--- src/rtl/mux8_rr_arbiter.sv ---
`default_nettype none
// ============================================================================
// Module   : mux8_rr_arbiter
// Brief    : Round-robin arbiter for an 8:1 single-bit mux path with a bounded
//            hold time, break-before-make grants and a registered mux output.
// Revision : 1.0 - initial release
// ============================================================================
module mux8_rr_arbiter #(
    parameter int unsigned MAX_HOLD = 8
) (
    input  logic       clk,
    input  logic       rst_n,
    input  logic [7:0] req,
    input  logic [7:0] A,
    output logic [7:0] gnt,
    output logic [2:0] sel,
    output logic       en,
    output logic       y,
    output logic       y_valid
);

    localparam int unsigned          c_CNT_W     = $clog2(MAX_HOLD + 1);
    localparam logic [c_CNT_W-1:0]   c_HOLD_LAST = c_CNT_W'(MAX_HOLD - 1);

    localparam logic [0:0] S_IDLE = 1'b0;
    localparam logic [0:0] S_BUSY = 1'b1;

    generate
        if (MAX_HOLD < 1 || MAX_HOLD > 255) begin : g_max_hold_illegal
            $error("mux8_rr_arbiter: MAX_HOLD must lie in 1..255");
        end
    endgenerate

    logic [0:0]         r_state;
    logic [2:0]         r_ptr;
    logic [c_CNT_W-1:0] r_cnt;
    logic [7:0]         r_gnt;
    logic [2:0]         r_sel;
    logic               r_en;
    logic               r_y;
    logic               r_y_valid;

    logic               w_found;
    logic [2:0]         w_idx;
    logic [2:0]         w_cand;
    logic               w_release;

    // Scan from lowest to highest priority so the last hit is the winner.
    always_comb begin
        w_found = 1'b0;
        w_idx   = 3'd0;
        w_cand  = 3'd0;
        for (int k = 7; k >= 0; k--) begin
            w_cand = r_ptr + 3'(k);
            if (req[w_cand]) begin
                w_found = 1'b1;
                w_idx   = w_cand;
            end
        end
    end

    assign w_release = !req[r_sel] || (r_cnt == c_HOLD_LAST);

    always_ff @(posedge clk) begin
        if (!rst_n) begin
            r_state   <= S_IDLE;
            r_ptr     <= 3'd0;
            r_cnt     <= '0;
            r_gnt     <= 8'd0;
            r_sel     <= 3'd0;
            r_en      <= 1'b0;
            r_y       <= 1'b0;
            r_y_valid <= 1'b0;
        end else begin
            // Data path follows the grant registers by one cycle.
            r_y       <= r_en ? A[r_sel] : 1'b0;
            r_y_valid <= r_en;

            case (r_state)
                S_IDLE: begin
                    if (w_found) begin
                        r_gnt   <= 8'h01 << w_idx;
                        r_sel   <= w_idx;
                        r_en    <= 1'b1;
                        r_cnt   <= '0;
                        r_state <= S_BUSY;
                    end else begin
                        r_gnt <= 8'd0;
                        r_en  <= 1'b0;
                    end
                end
                S_BUSY: begin
                    if (w_release) begin
                        r_gnt   <= 8'd0;
                        r_en    <= 1'b0;
                        r_ptr   <= r_sel + 3'd1;
                        r_cnt   <= '0;
                        r_state <= S_IDLE;
                    end else begin
                        r_cnt <= r_cnt + 1'b1;
                    end
                end
                default: begin
                    r_gnt   <= 8'd0;
                    r_en    <= 1'b0;
                    r_state <= S_IDLE;
                end
            endcase
        end
    end

    assign gnt     = r_gnt;
    assign sel     = r_sel;
    assign en      = r_en;
    assign y       = r_y;
    assign y_valid = r_y_valid;

endmodule
`default_nettype wire

--- config.mk ---
export PLATFORM = sky130hd
export DESIGN_NAME = mux8_rr_arbiter
export DESIGN_NICKNAME = d
export VERILOG_FILES = /design/src/rtl/mux8_rr_arbiter.sv
export SDC_FILE = /design/constraint.sdc
export NUM_CORES = 1
export LEC_CHECK = 0
export CAP_MARGIN = 20
export CORE_MARGIN = 5
export CORE_UTILIZATION = 60
export DETAILED_ROUTE_END_ITERATION = 10
export DONT_BUFFER_PORTS = 1
export GPL_ROUTABILITY_DRIVEN = 0
export HOLD_SLACK_MARGIN = 0.12
export PLACE_DENSITY = 0.76
export SLEW_MARGIN = 20
export SYNTH_ARGS = -nofsm -noshare
export SYNTH_HDL_FRONTEND = slang
export SYNTH_SLANG_ARGS = --single-unit
--- constraint.sdc ---
create_clock -name clk -period 10.3 [get_ports clk]
set_input_delay 1.03 -clock clk [delete_from_list [all_inputs] [get_ports clk]]
set_output_delay 1.03 -clock clk [all_outputs]
set_load 0.01 [all_outputs]
==> summary.md <==
| Metric | Value |
|---|---|
| Clock Tree Root | clkbuf_4 |
| Achievable Freq | between 200 and 300 MHz |
| Most used flip-flop cell after synthesis | dfxtp_1 |
| Clock transition at path regs | approximately 130 ps |
| Global Route met2 Usage | between 30 and 40% |
| Largest net degree at the start of global routing | 21 |
| # IOs | 32 |
| Wire length of the first global-routing pass | around 7.3 mm |
| Row count | 20 |
| M1 GR Usage | 27.0% |
| Biggest area consumer among synthesized cells | dfxtp_1 |
| Critical Setup Path Class | flop to flop |
| Core Area | 3000 um2 |
| Worst voltage drop across the vdd grid | 0.114 mV |
| Max Slew Vio Count | 0 |
| Aggregate routed wire length | 4.32 mm |
| Fin crit share | about 39% |
| Share of total power in combinational logic | 48.2% |
| Grt met3 use | under 10% |
| Detailed Route Iter0 Violations | 90 |
| Portion of total power attributed to the clock network | 18.3% |
| Worst-path maximum fanout | 20 |
| Number of clock sinks | 22 |
| Path category of the worst min-delay check | flop to flop |
| Post-Syn Instances | 200 |
| Sequential element share of the synthesized area | between 20% and 30% |
| Total number of vias | approximately 1,600 |
| Post-DRT Antenna Nets | 0 |
| Slew margin rel. | between 40% and 50% |
| Layout Nets | 220 |
| Postcts setup bufs | 0 |
| Syn Nets | ~220 |
| CTS tree | built |
| Fraction of layout cells with a size suffix above 1 | about 17% |
| Fin area | between 1500 and 2000 um2 |
| Die width | between 60 and 70 um |
| Power Internal | 0.221 mW |
| Launching element type of the critical path | flop |
| Most used standard cells in the synthesized netlist | nor2_1 (25), dfxtp_1 (22), a21oi_1 (17), nand2_1 (15) |
| Antenna violations before repair | 0 |
| Area post-placement | 1840 um2 |
| Most repeated cell in the gate-level netlist after synthesis | nor2_1 |
| Filler-free cell count of the finished design | 230 |
| Cell count of the worst reg-to-reg path | 9 |
| Synth top area share | 23.9% |
| Final period demand of the worst path | around 4000 ps |
| Worst-margin pin slew | around 860 ps |
| Via count of the first global-routing pass | approximately 1,600 |
| Setup repair after global routing missed its margin | false |
| Synth Cell Area | around 1800 um2 |
| Total of cells resized after clock tree synthesis | 0 |
| Clock skew after layout | ~8 ps |
| Post-synthesis average cell area | slightly above 9 um2 |
| Level count of the clock H-tree | 1 |
| Arrival time at the worst endpoint | around 4300 ps |
| Hold_buf cts | 0 |
| Detail-routed net length per standard cell | 18.8 um |
| Count of yosys warnings during synthesis | 0 |
| Startpoint of the most critical setup path | r_ptr[1] |
| Fraction of power spent switching nets | roughly two fifths |
| Delay of the slowest cell on the worst path | 830 ps |
| Worst setup EP type | flop |
| Status | completed |
| DP Wirelength | between 3 and 4 mm |
| Area grow syn2layout | 2.78% |
| Startpoint of the lowest-slack register-to-register path | r_ptr[1] |
| Final count of hold timing violations | 0 |
| Die outline height | approximately 65 um |
| Final TNS setup | 0 ps |
| TritonCTS Buffers | 3 |
| Flip-flop and latch count after synthesis | 22 |
| Reg2reg setup slack | between 6000 and 7000 ps |
| Cell chain of the critical path | inv_1 > ha_1 > mux4_2 > mux2i_1 > inv_2 > or4_4 > a221oi_4 > and2_4 > a22o_1 |
| Final setup fails | 0 |
| Synth async-reset ratio | 0% |
| Standard cell with the maximum stage delay on the critical path | dfxtp_1 |
| Total global routing overflow | 0 |
| Power density over the cells | 192 nW/um2 |
| Total of max-cap violations | 0 |
| Number of placed instances with taps included | roughly 230 |
| Instance count along the most critical hold path | 2 |
| Area enclosed by the die boundary | roughly 4300 um2 |
| Psw | between 0.1 and 0.15 mW |
| Maximum clock path buffer count | 2 |
| Overall track demand over capacity in global routing | between 20% and 30% |
| Number of fill cells in the layout | 257 |
| DR pass1 iterations | 4 |
| Clock network latency to the later pin of the worst-skew pair | ~320 ps |
| Origin of the worst min-delay path | r_cnt[3] |
| Post-synth EDFFs | 0 |
| Sequential share of power | between 30% and 40% |
| N_diodes | 0 |
| Leading post-synthesis cells by cell area | dfxtp_1 (24%), mux4_2 (13%), mux2i_1 (7.6%), mux2_2 (5.5%), nor2_1 (5.1%) |
| Starting utilization of the core area | about three fifths |
| GRT busiest layer | met2 |
| Count of input and output buffers | 0 |
| Number of unique standard cell types used by synthesis | a little under 50 |
| Required time of the worst setup path | between 10,000 and 15,000 ps |
| Via/cell ratio | 6.84 |
| Residual DRC | 0 |
| Leakage power of the design | roughly 0.7 nW |
==> critical path, delay by kind of cell (launching register included) <==
family	cells	cell delay (ps)
AO/OA/AOI/OAI	2	480
adder cells (fa/ha/maj)	1	570
buffers and inverters	2	260
flip-flops	1	830
multiplexers	2	1030
AND/OR/NAND/NOR	2	750
==> worst paths after layout <==
| kind | to |
|---|---|
| min reg2reg | r_cnt[3] |
| max reg2reg | gnt[7] |
| min | r_cnt[3] |
| max | gnt[7] |
==> sequential cells by signal (all words and copies together) (netlist names) <==
| signal | cells |
|---|---|
| r_cnt | 4 |
| r_state | 1 |
| y | 1 |
| r_ptr | 3 |
| y_valid | 1 |
| gnt | 8 |
| sel | 3 |
| en | 1 |
==> cells in the final DEF (no fill, tap or decap), drive strengths merged, types with 3 or more instances in the layout <==
cell / synthesis / final
xnor2: 3 / 3
nor2: 25 / 25
a22o: 4 / 4
nor2b: 3 / 3
mux2: 9 / 9
and2: 4 / 4
inv: 8 / 8
nand2: 16 / 16
nand3: 3 / 3
ha: 4 / 4
nand2b: 6 / 6
dfxtp: 22 / 22
mux2i: 14 / 14
o21ai: 14 / 14
clkbuf: 1 / 3
a21oi: 17 / 17
a221oi: 3 / 3
mux4: 14 / 14
==> cell families after synthesis <==
group                    Yosys count  synth area share (%)
AND/OR/NAND/NOR                   69                  19.6
AO/OA/AOI/OAI                     48                  17.0
XOR/XNOR                           4                  1.90
adder cells (fa/ha/maj)            4                  2.72
flip-flops                        22                  23.9
multiplexers                      37                  30.8
buffers and inverters             16                  4.14
==> per-stage QoR <==
stage	setup WS, ps	hold WS [ps]	utilization [%]	total power, mW
final	6330	512	63.1	0.364
after global routing	6080	544	63.1	0.389
after CTS	6360	514	63.1	0.363
after detailed placement	6380	493	61.3	0.296
after global placement	6530	479	61.3	0.290
after floorplan	6790	458	-	0.268
==> routing by layer <==
layer / wire length (um) / part of all wire [%]
met5: 0 / 0
met1: 1820 / 42
met2: 2140 / 49
met3: 295 / 6.8
met4: 71 / 1.6
==> power by group through the flow <==
| stage | clock network, mW | logic (mW) | registers, mW |
|---|---|---|---|
| 2_1_floorplan | 0 | 0.156 | 0.111 |
| 5_1_grt | 0.0716 | 0.193 | 0.125 |
| 3_5_place_dp | 0 | 0.173 | 0.124 |
| 3_3_place_gp | 0 | 0.166 | 0.123 |
| 4_1_cts | 0.0675 | 0.174 | 0.122 |
| 6_report | 0.0667 | 0.175 | 0.122 |
==> cell type report <==
| class | instances | area, um2 | area share [%] |
|---|---|---|---|
| Clock buffer | 3 | 22.5 | 1.19 |
| Clock inverter | 1 | 30.0 | 1.59 |
| Multi-Input combinational cell | 162 | 1330 | 70.0 |
| Inverter | 9 | 33.8 | 1.78 |
| Tap cell | 33 | 41.3 | 2.18 |
| Sequential cell | 22 | 440 | 23.2 |
No activity file was read; power rests on OpenSTA's default activity.
